===== src/rtl/jk_ctrl_pkg.sv =====
// Shared types for the JK cell bank controller.
// Opcodes, FSM states and the per-bit {j,k} encodings.
package jk_ctrl_pkg;

  typedef enum logic [2:0] {
    OP_HOLD     = 3'd0,
    OP_CLEAR    = 3'd1,
    OP_SET      = 3'd2,
    OP_LOAD     = 3'd3,
    OP_TOGGLE   = 3'd4,
    OP_CLR_MASK = 3'd5,
    OP_SET_MASK = 3'd6,
    OP_ILLEGAL  = 3'd7
  } op_e;

  typedef enum logic [1:0] {
    ST_IDLE   = 2'd0,
    ST_APPLY  = 2'd1,
    ST_SETTLE = 2'd2,
    ST_DONE   = 2'd3
  } state_e;

  localparam logic [1:0] JK_HOLD  = 2'b00;
  localparam logic [1:0] JK_CLEAR = 2'b01;
  localparam logic [1:0] JK_SET   = 2'b10;
  localparam logic [1:0] JK_INV   = 2'b11;

endpackage


===== src/rtl/jk_cell_bank.sv =====
// Bank of WIDTH master/slave JK cells: master_en applies JK to qm,
// slave_en copies qm to q. Ports: clk, res_n, j, k, master_en, slave_en, q.
module jk_cell_bank
  import jk_ctrl_pkg::*;
#(
  parameter int WIDTH = 8
) (
  input  logic             clk,
  input  logic             res_n,
  input  logic [WIDTH-1:0] j,
  input  logic [WIDTH-1:0] k,
  input  logic             master_en,
  input  logic             slave_en,
  output logic [WIDTH-1:0] q
);

  logic [WIDTH-1:0] qm;
  logic [WIDTH-1:0] qm_nxt;

  always_comb begin
    qm_nxt = qm;
    for (int i = 0; i < WIDTH; i++) begin
      unique case ({j[i], k[i]})
        JK_HOLD:  qm_nxt[i] = qm[i];
        JK_CLEAR: qm_nxt[i] = 1'b0;
        JK_SET:   qm_nxt[i] = 1'b1;
        JK_INV:   qm_nxt[i] = ~qm[i];
        default:  qm_nxt[i] = qm[i];
      endcase
    end
  end

  always_ff @(posedge clk) begin
    if (!res_n) begin
      qm <= '0;
      q  <= '0;
    end else begin
      if (master_en) qm <= qm_nxt;
      if (slave_en)  q  <= qm;
    end
  end

endmodule


===== src/rtl/jk_bank_ctrl.sv =====
// Command sequencer for a JK cell bank: IDLE/APPLY/SETTLE/DONE.
// Ports: cmd_* handshake in, q/busy/done/err out; abort with JK_ABORT_EN.
module jk_bank_ctrl
  import jk_ctrl_pkg::*;
#(
  parameter int WIDTH = 8,
  parameter int CNT_W = 4
) (
  input  logic             clk,
  input  logic             res_n,
  input  logic             cmd_valid,
  output logic             cmd_ready,
  input  logic [2:0]       cmd_op,
  input  logic [WIDTH-1:0] cmd_data,
  input  logic [CNT_W-1:0] cmd_count,
`ifdef JK_ABORT_EN
  input  logic             abort,
`endif
  output logic [WIDTH-1:0] q,
  output logic             busy,
  output logic             done,
  output logic             err
);

  state_e           state;
  state_e           state_nxt;
  op_e              op_q;
  logic [WIDTH-1:0] data_q;
  logic [CNT_W-1:0] rem_q;
  logic [CNT_W-1:0] rem_nxt;
  logic             err_q;
  logic             hs;
  logic             stop;
  logic [WIDTH-1:0] j;
  logic [WIDTH-1:0] k;

  assign cmd_ready = (state == ST_IDLE);
  assign busy      = ~cmd_ready;
  assign done      = (state == ST_DONE);
  assign err       = done & err_q;
  assign hs        = cmd_valid & cmd_ready;

`ifdef JK_ABORT_EN
  logic abort_q;

  always_ff @(posedge clk) begin
    if (!res_n) begin
      abort_q <= 1'b0;
    end else if (hs) begin
      abort_q <= 1'b0;
    end else if (state == ST_APPLY && abort) begin
      abort_q <= 1'b1;
    end
  end

  // Abort seen in APPLY or SETTLE ends the toggle loop.
  assign stop = abort_q | (abort & (state == ST_SETTLE));
`else
  assign stop = 1'b0;
`endif

  // Saturates at zero so the loop count never wraps.
  always_comb begin
    rem_nxt = rem_q;
    if (stop || rem_q == '0) rem_nxt = '0;
    else                     rem_nxt = rem_q - 1'b1;
  end

  always_comb begin
    state_nxt = state;
    unique case (state)
      ST_IDLE: begin
        if (hs) begin
          if (cmd_op == OP_ILLEGAL) state_nxt = ST_DONE;
          else                      state_nxt = ST_APPLY;
        end
      end
      ST_APPLY: state_nxt = ST_SETTLE;
      ST_SETTLE: begin
        if (op_q == OP_TOGGLE && rem_q != '0 && !stop)
          state_nxt = ST_APPLY;
        else
          state_nxt = ST_DONE;
      end
      ST_DONE: state_nxt = ST_IDLE;
      default: state_nxt = ST_IDLE;
    endcase
  end

  always_ff @(posedge clk) begin
    if (!res_n) begin
      state  <= ST_IDLE;
      op_q   <= OP_HOLD;
      data_q <= '0;
      rem_q  <= '0;
      err_q  <= 1'b0;
    end else begin
      state <= state_nxt;
      if (hs) begin
        op_q   <= op_e'(cmd_op);
        data_q <= cmd_data;
        rem_q  <= (cmd_op == OP_TOGGLE) ? cmd_count : '0;
        err_q  <= (cmd_op == OP_ILLEGAL);
      end else if (state == ST_SETTLE) begin
        rem_q <= rem_nxt;
      end
    end
  end

  always_comb begin
    j = '0;
    k = '0;
    unique case (op_q)
      OP_HOLD:     ;
      OP_CLEAR:    k = '1;
      OP_SET:      j = '1;
      OP_LOAD: begin
        j = data_q;
        k = ~data_q;
      end
      OP_TOGGLE: begin
        j = data_q;
        k = data_q;
      end
      OP_CLR_MASK: k = data_q;
      OP_SET_MASK: j = data_q;
      OP_ILLEGAL:  ;
      default:     ;
    endcase
  end

  jk_cell_bank #(
    .WIDTH(WIDTH)
  ) u_bank (
    .clk      (clk),
    .res_n    (res_n),
    .j        (j),
    .k        (k),
    .master_en(state == ST_APPLY),
    .slave_en (state == ST_SETTLE),
    .q        (q)
  );

endmodule


===== config.mk =====
export PLATFORM = sky130hd
export DESIGN_NAME = jk_bank_ctrl
export DESIGN_NICKNAME = d
export VERILOG_FILES = /design/src/rtl/jk_ctrl_pkg.sv /design/src/rtl/jk_cell_bank.sv /design/src/rtl/jk_bank_ctrl.sv
export SDC_FILE = /design/constraint.sdc
export NUM_CORES = 1
export LEC_CHECK = 0
export CORE_MARGIN = 3
export CORE_UTILIZATION = 30
export DETAILED_ROUTE_END_ITERATION = 8
export GPL_ROUTABILITY_DRIVEN = 0
export SLEW_MARGIN = 20
export SYNTH_ARGS = -nofsm -noshare
export SYNTH_HDL_FRONTEND = slang
export SYNTH_SLANG_ARGS = --single-unit

===== constraint.sdc =====
create_clock -name clk -period 4.3 [get_ports clk]
set_clock_uncertainty 0.2 [all_clocks]
set_input_delay 0.86 -clock clk [delete_from_list [all_inputs] [get_ports clk]]
set_output_delay 0.86 -clock clk [all_outputs]
set_load 0.02 [all_outputs]

---- Word-level counts from Yosys, hierarchy flattened ----
Index checks and enable logic that the tools add are counted.
word-level totals
  output and inout port bits .............. 12
  logic and storage cells ................. 112
  bits of input ports ..................... 18
  memory bits (read-only) ................. 0
  memories ................................ 0
  latch bits .............................. 0
  RAM bits ................................ 0
  register bits after elaboration ......... 34
operators by class
  shifts and indexed selects .............. 0
  divide/modulo/power cells ............... 0
  mux-type cells .......................... 18
  eq/ne operators ......................... 36
  bitwise operators ....................... 20
  magnitude comparators ................... 0
  multipliers ............................. 0
  reductions and logical operators ........ 23
  add/sub/neg operators ................... 1
operators with widths
  operator                                           count
  == test 2 bit (second input constant)              18
  case mux 1 bit (3 select lines)                    8
  case mux 8 bit (3 select lines)                    1
  == test 2 x 1 -> 1 bit (second input constant)     9
  logical NOT 2 bit                                  9
  inverter 1 bit                                     17
  two-way mux 4 bit                                  4
  case mux 8 bit (2 select lines)                    1
  AND reduction 2 bit                                8
  == test 3 bit (second input constant)              5
  inverter 8 bit                                     1
  case mux 2 bit (4 select lines)                    1
  == test 3 x 2 -> 1 bit (second input constant)     2
  two-way mux 2 bit                                  3
  logical NOT 4 bit                                  1
  nonzero test 4 bit                                 1
  subtractor 4 x 1 -> 4 bit (second input constant)  1
  == test 3 x 1 -> 1 bit (second input constant)     1
  OR reduction 3 bit                                 1
  AND 1 bit                                          2
  != test 2 x 1 -> 1 bit (second input constant)     1
  nonzero test 2 bit                                 1
  OR reduction 2 bit                                 1
  logical AND 1 bit                                  1

---- Logic depth before layout (Yosys ltp) ----
  depth after elaboration ................. 6
  depth in mapped cells ................... 6
  depth with buffers taken out ............ 4

---- Cells and area by module ----
A second synthesis with hierarchy kept.
unflattened totals
  cell total of the unflattened synthesis .. 209
  area, all modules ....................... 1721.7 µm²
by module, submodules not included
  module        cells each  instances  area an instance (µm²)  seq. area each (µm²)
  jk_bank_ctrl  147         1          1056.0                  360.3
  jk_cell_bank  62          1          665.6                   320.3

---- Worst setup path before layout ----
OpenSTA, ideal clock, no wires.
  kind .................................... input -> register
  start point ............................. input cmd_valid
  end point ............................... register rem_q[0]
  path slack .............................. 2.168 ns
  data required time ...................... 4.025 ns
  arrival ................................. 1.857 ns
  stages .................................. 5
  library setup time ...................... 0.075 ns
  buffers on the path ..................... 1
  cell sequence ........................... or3b_1 buf_2 nor4b_4 a21oi_1 o22ai_1
on the way
  cells in the longest elaborated chain, start to end .. 2
  elaborated cells between the ends (all ways) .. 3
  those cells by class .................... 1 x mux; 1 x bitwise; 1 x reduce/logical
ends and longest elaborated chain
  element                                                  RTL line             text
  from (decl)                                              jk_bank_ctrl.sv:11   input logic cmd_valid,
  AND 1 bit (*)                                            jk_bank_ctrl.sv:41   assign hs = cmd_valid & cmd_ready;
  two-way mux 4 bit or nonzero test 2 bit (tied branches)  --
  to (signal assigned)                                     jk_bank_ctrl.sv:102  rem_q <= (cmd_op == OP_TOGGLE) ? cmd_count : '0;
  to (signal assigned)                                     jk_bank_ctrl.sv:105  rem_q <= rem_nxt;
  to (decl)                                                jk_bank_ctrl.sv:29   logic [CNT_W-1:0] rem_q;
Mark *: on every way between the ends. The rest lies on a longest branch, timed or not.
A chain may end at the register's enable or synchronous reset.

---- Worst setup path in the final report ----
  start point ............................. register state[0]
  end point ............................... output cmd_ready
on the way
  cells in the longest elaborated chain, start to end .. 1
ends and longest elaborated chain
  element                 RTL line            text
  from (decl)             jk_bank_ctrl.sv:25  state_e state;
  from (signal assigned)  jk_bank_ctrl.sv:98  state <= state_nxt;
  logical NOT 2 bit       jk_bank_ctrl.sv:37  assign cmd_ready = (state == ST_IDLE);
  to (decl)               jk_bank_ctrl.sv:12  output logic cmd_ready,
Every way passes these cells.

==> flow_summary.json <==
{
  "outcome": "complete, no violations",
  "timing.fmax_ghz": 0.360,
  "area.growth.synth_to_final_pct": 27.6,
  "rrSetupSlack_ns": 2.28,
  "hold_viol": 0,
  "synth_seq_cells": 34,
  "seqPwrFrac_pct": 46.6,
  "arrival_ns": 1.72,
  "first_global_vias": 1258,
  "clkPwrFrac_pct": 39.4,
  "postCtsHoldBufs": 0,
  "crit_family": "buffers and inverters",
  "rsz0062_at_grt": "no",
  "clkTransAtPathRegs_ns": 0.07,
  "ys_warn_count": 0,
  "yosysTopAreaCell": "dfxtp_1",
  "crit_path_max_fanout": 11,
  "cp-startpoint": "state[0]",
  "drtIter0Drc": 115,
  "core.rowCount": 26,
  "via_per_inst": 4.63,
  "holdCritPathClass": "flip-flop to flip-flop",
  "r2r-start": "state[0]",
  "synthCells": 200,
  "clockBufferDepth": 2,
  "tightest_slew_ns": 0.893,
  "finalSetupViolCount": 0,
  "fill_cells": 562,
  "routed_wl_um": 3510,
  "drc": 0,
  "overflow": 0,
  "syn_area_sq_um": 1610,
  "firstDrtPassIters": 4,
  "drive_above_1_share_pct": 6.70,
  "cts_buffers": 5,
  "path_depth": 3,
  "reg2reg_depth": 4,
  "ant_nets": 0,
  "yosys-top-cells-count": "nand2_1, dfxtp_1, a21boi_0",
  "end_kind": "output port",
  "yosys_most_used_dff": "dfxtp_1",
  "leakagePower_nw": 0.720,
  "ys_top_cells_by_area": "dfxtp_1, nand2_1, a21boi_0, o21ai_0, a21oi_1",
  "cts_max_level": 2,
  "die_area_sq_um": 6270,
  "crit_required_ns": 3.24,
  "power.density_nw_per_um2": 368,
  "crit_type": "flip-flop to output port",
  "async_flop_share_pct": 0,
  "vias": 1360,
  "min_period_over_period_pct": 64.6,
  "n_antenna_cell": 0,
  "synth_edf_count": 0,
  "synth_top_area_share_pct": 42.4,
  "switching_share_pct": 24.8,
  "post-place-ws_ns": 1.34,
  "cp_slowest_cell": "clkdlybuf4s50_1",
  "ios": 30,
  "synth.avg_cell_area_sq_um": 8.03,
  "crit_path_max_incr_delay_ns": 0.60,
  "cts_setup_buffers": 0,
  "clock-sinks": 34,
  "syn_nets": 218,
  "maxCapViolCount": 0,
  "grt_max_degree": 22,
  "nets": 242,
  "cts_tree": "done",
  "critical_path.endpoint": "cmd_ready",
  "setup_tns_ns": 0,
  "track_usage_pct": 12.4,
  "portBuffers": 29,
  "cp_cell_sequence": "or2_2, inv_1, clkdlybuf4s50_1",
  "r2r-end": "rem_q[0]",
  "insertion_delay_ns": 0.29,
  "max_slew_margin_pct": 40.2,
  "p_int_mw": 0.567,
  "hpwl_um": 2490,
  "finalCriticalPeriod_ns": 2.78,
  "antenna_found_initial": 0,
  "post_cts_resized": 0,
  "power_frac_comb_pct": 14.0,
  "drv_slew": 0,
  "yosysMostFrequentCell": "nand2_1",
  "grt_pass1_wl_um": 6010,
  "path_buf_inv": 2,
  "peakVddDrop_v": 0.000156,
  "synth.distinct_cells": 32,
  "fp.dieH_um": 79.2,
  "fin_ws_ns": 1.52,
  "core-area_sq_um": 5140,
  "initial_core_util_pct": 31.3,
  "yosysSeqAreaShare_pct": 42.4,
  "critPathLaunchType": "flip-flop",
  "p_switching_mw": 0.187,
  "routedWlPerCell_um": 11.9,
  "root_buffer": "clkbuf_8",
  "dieWidth_um": 79.2
}
[power groups by stage]
stage,combinational (mW),clock (mW),sequential (mW)
after floorplan,0.0770,0,0.348
after global placement,0.106,0,0.359
after detailed placement,0.106,0,0.359
after CTS,0.107,0.305,0.352
after global routing,0.119,0.326,0.355
final,0.106,0.297,0.352
[metrics by stage]
stage / utilization, % / power [mW] / hold slack (ns) / cell area [sq um] / cells
CTS: 39.9 / 0.764 / 0.268 / 2050 / 294
global route: 39.9 / 0.801 / 0.284 / 2050 / 294
floorplan: - / 0.425 / 0.236 / 1610 / 200
detailed placement: 37.7 / 0.465 / 0.259 / 1940 / 287
finish: 39.9 / 0.755 / 0.261 / 2050 / 294
global placement: 37.7 / 0.465 / 0.252 / 1940 / 287
[area by class of cell]
cell class                      instances  area (sq um)  share of cell area (%)
Multi-Input combinational cell        150           861                    42.0
Timing Repair Buffer                   30           298                    14.5
Tap cell                               70          87.6                    4.27
Sequential cell                        34           681                    33.2
Clock inverter                          1          30.0                    1.46
Inverter                                3          11.3                   0.549
Clock buffer                            6          82.6                    4.03
[flip-flops by register name, summed over array words and instances, names as in the netlist]
| signal | cells |
|---|---|
| err_q | 1 |
| data_q | 8 |
| rem_q | 4 |
| op_q | 3 |
| state | 2 |
| u_bank.qm | 8 |
| u_bank.q | 8 |
[cell families (layout without fill, tap and decap cells)]
family | after synthesis | count (layout) | share of synthesized area, %
and+or+nand+nor | 86 | 86 | 25.7
AOI/OAI and AO/OA | 56 | 56 | 22.6
DFF | 34 | 34 | 42.4
muxes | 8 | 8 | 5.30
buffers and inverters | 16 | 40 | 4.05
[cells in the final DEF (no fill, tap or decap), types with 2 or more instances in the layout]
cell,Yosys,layout
nand2_1,53,53
dfxtp_1,34,34
clkdlybuf4s50_1,0,29
a21boi_0,20,20
o21ai_0,12,12
a21oi_1,10,10
nor2_1,8,8
clkbuf_8,0,6
o211ai_1,5,5
mux2i_1,4,4
nand2b_1,4,4
nor3_1,4,4
a211oi_1,4,4
nand3b_1,4,4
mux2_2,4,4
inv_1,3,3
and3_1,2,2
nor2b_1,2,2
nand4_1,2,2
[worst min-delay path by stage]
stage	startpoint	to	slack [ns]	cells after the start
floorplan	err_q	err_q	0.24	2
global placement	err_q	err_q	0.25	2
detailed placement	u_bank.q[1]	u_bank.q[1]	0.26	2
CTS	u_bank.q[1]	u_bank.q[1]	0.27	2
global route	u_bank.q[2]	u_bank.q[2]	0.28	2
finish	u_bank.q[6]	u_bank.q[6]	0.26	2
[metal layers]
metal	up-vias	track usage [%]	share of wire [%]
li1	736	-	-
met5	-	0	0
met3	5	3.74	4.2
met2	23	17.3	42
met4	0	5.67	1.9
met1	596	17.2	52
[worst min-delay path, stage by stage (launching register included)]
cell and delay, ns:
dfxtp_1 0.31, nand2_1 0.05, a21boi_0 0.06
Power figures use the tool's default switching activity.
==> variant (same flow settings) <==
Register the output `err`, without a reset; this adds one clock of latency there. The other outputs are not delayed to match.
--- a/src/rtl/jk_bank_ctrl.sv
+++ b/src/rtl/jk_bank_ctrl.sv
@@ -37,7 +37,9 @@
   assign cmd_ready = (state == ST_IDLE);
   assign busy      = ~cmd_ready;
   assign done      = (state == ST_DONE);
-  assign err       = done & err_q;
+  always_ff @(posedge clk) begin
+    err <= done & err_q;
+  end
   assign hs        = cmd_valid & cmd_ready;
 
 `ifdef JK_ABORT_EN
Function: changed (a bounded check fails within 4 cycles, from zero or initial values).
==> variant against the original RTL <==
Die area down 0.87%; routed wire length up 1.9%; cell area down 2.6%; worst setup slack worse by 0.040 ns; sequential cell count up 1; via count up 7.4%; power down 7.3%; synthesized area down 0.93%; critical path type unchanged; largest power group unchanged.
==> variant: results (changes against the original RTL) <==
| Metric | Value |
|---|---|
| Largest net degree at the start of global routing | 24 (was 22) |
| Clock-cell share | 4.20% (was 5.49%) |
| Seq area share | 35.1% (was 33.2%) |
| Peak VDD IR | 0.000225 V (was 0.000156 V) |
| FMAX | 355 MHz (was 360 MHz) |
| Hold WC Path Type | flip-flop to flip-flop (unchanged) |
| Crit-path max FO | 13 (was 11) |
| DRT Pass-1 Iters | 4 (unchanged) |
| Bufs w/o clock | 29 (was 30) |
| Clock Tree Buf Depth | 2 (unchanged) |
| Vias | 1461 (was 1360) |
| Worst hold margin | 0.254 ns (was 0.261 ns) |
| Post-synth top cells | 45 x nand2_1, 35 x a21oi_1, 35 x dfxtp_1, 9 x nor2_1, 9 x o21ai_0 (was 53 x nand2_1, 34 x dfxtp_1, 20 x a21boi_0, 12 x o21ai_0, 10 x a21oi_1) |
| Clock buffers | 5 (was 6) |
| Num Clock Sinks | 35 (was 34) |
| Comb_multi_in | 151 (was 150) |
| FF-to-FF End | u_bank.qm[3]$_SDFFE_PN0P_ (was rem_q[0]$_SDFFE_PN0P_) |
| Signal buffers share of area | 14.5% (about the same) |
| WHS Endpoint | u_bank.q[0]$_SDFFE_PN0P_ (was u_bank.q[6]$_SDFFE_PN0P_) |
| Hold Startpoint | u_bank.q[0]$_SDFFE_PN0P_ (was u_bank.q[6]$_SDFFE_PN0P_) |
| Fillers | 529 (was 562) |
| CP top delay family | buffers and inverters (unchanged) |
| Seq/Total Area, Yosys | 44.0% (was 42.4%) |
| Fin nets | 245 (was 242) |
| Status | completed (unchanged) |
| Fraction of area in multi-input gates | 41.0% (was 42.0%) |
| Post-Place Worst Slack | 1.36 ns (was 1.34 ns) |
| Syn nets | 222 (was 218) |
| First-pass GRT wire length | 6310 microns (was 6010 microns) |
| Compound-cell area share of the yosys netlist | 23.7% (was 22.6%) |
| Synth area leaders | dfxtp_1 44%, a21oi_1 11%, nand2_1 11% (was dfxtp_1 42%, nand2_1 12%, a21boi_0 9.3%) |
| CP startpoint | state[1]$_SDFFE_PN0P_ (was state[0]$_SDFFE_PN0P_) |
| DRT iter0 DRCs | 130 (was 115) |
| Share of layout cells above drive strength 1 | 6.14% (was 6.70%) |
| Worst Path Arrival | 1.76 ns (was 1.72 ns) |
| DP Wirelength | 2570 microns (was 2490 microns) |
| Mux share of post-synthesis cell area | 0.629% (was 5.30%) |
| Worst Tran Pin Value | 0.885 ns (was 0.893 ns) |
| Invs w/o clock | 5 (was 3) |
| Routed wire length | 3570 microns (was 3510 microns) |
| Lkg Pwr | 0.682 nW (was 0.720 nW) |
| Reg-to-reg slack, setup | 1.90 ns (was 2.28 ns) |
| Vias in the first global route | 1315 (was 1258) |
-- variant: changes by cell type after synthesis, moves of 2 or more --
cell,before,now
mux2i_1,4,1
nand2_1,53,45
inv_1,3,5
a31oi_1,0,2
o21ai_0,12,9
a311oi_1,0,2
buf_2,4,2
nor2b_1,2,5
a21boi_0,20,0
nand3_1,0,2
a21oi_1,10,35
mux2_2,4,0
-- variant: report_power, final --
| group | internal [mW] | switching, mW |
|---|---|---|
| Clock | 0.111 | 0.113 |
| Combinational | 0.0513 | 0.0624 |
| Sequential | 0.339 | 0.0223 |
-- variant: metrics by stage --
| stage | area, sq um | cells |
|---|---|---|
| floorplan | 1590 | 204 |
| global placement | 1910 | 287 |
| detailed placement | 1910 | 287 |
| CTS | 2000 | 295 |
| global route | 2000 | 295 |
| finish | 2000 | 295 |
-- variant: metal layers --
metal	vias up	global-route usage, %	wire length [microns]
met5	-	0	0
met4	0	5.15	63
met3	5	3.06	185
met2	37	18.6	1480
met1	664	18.1	1840
li1	755	-	-
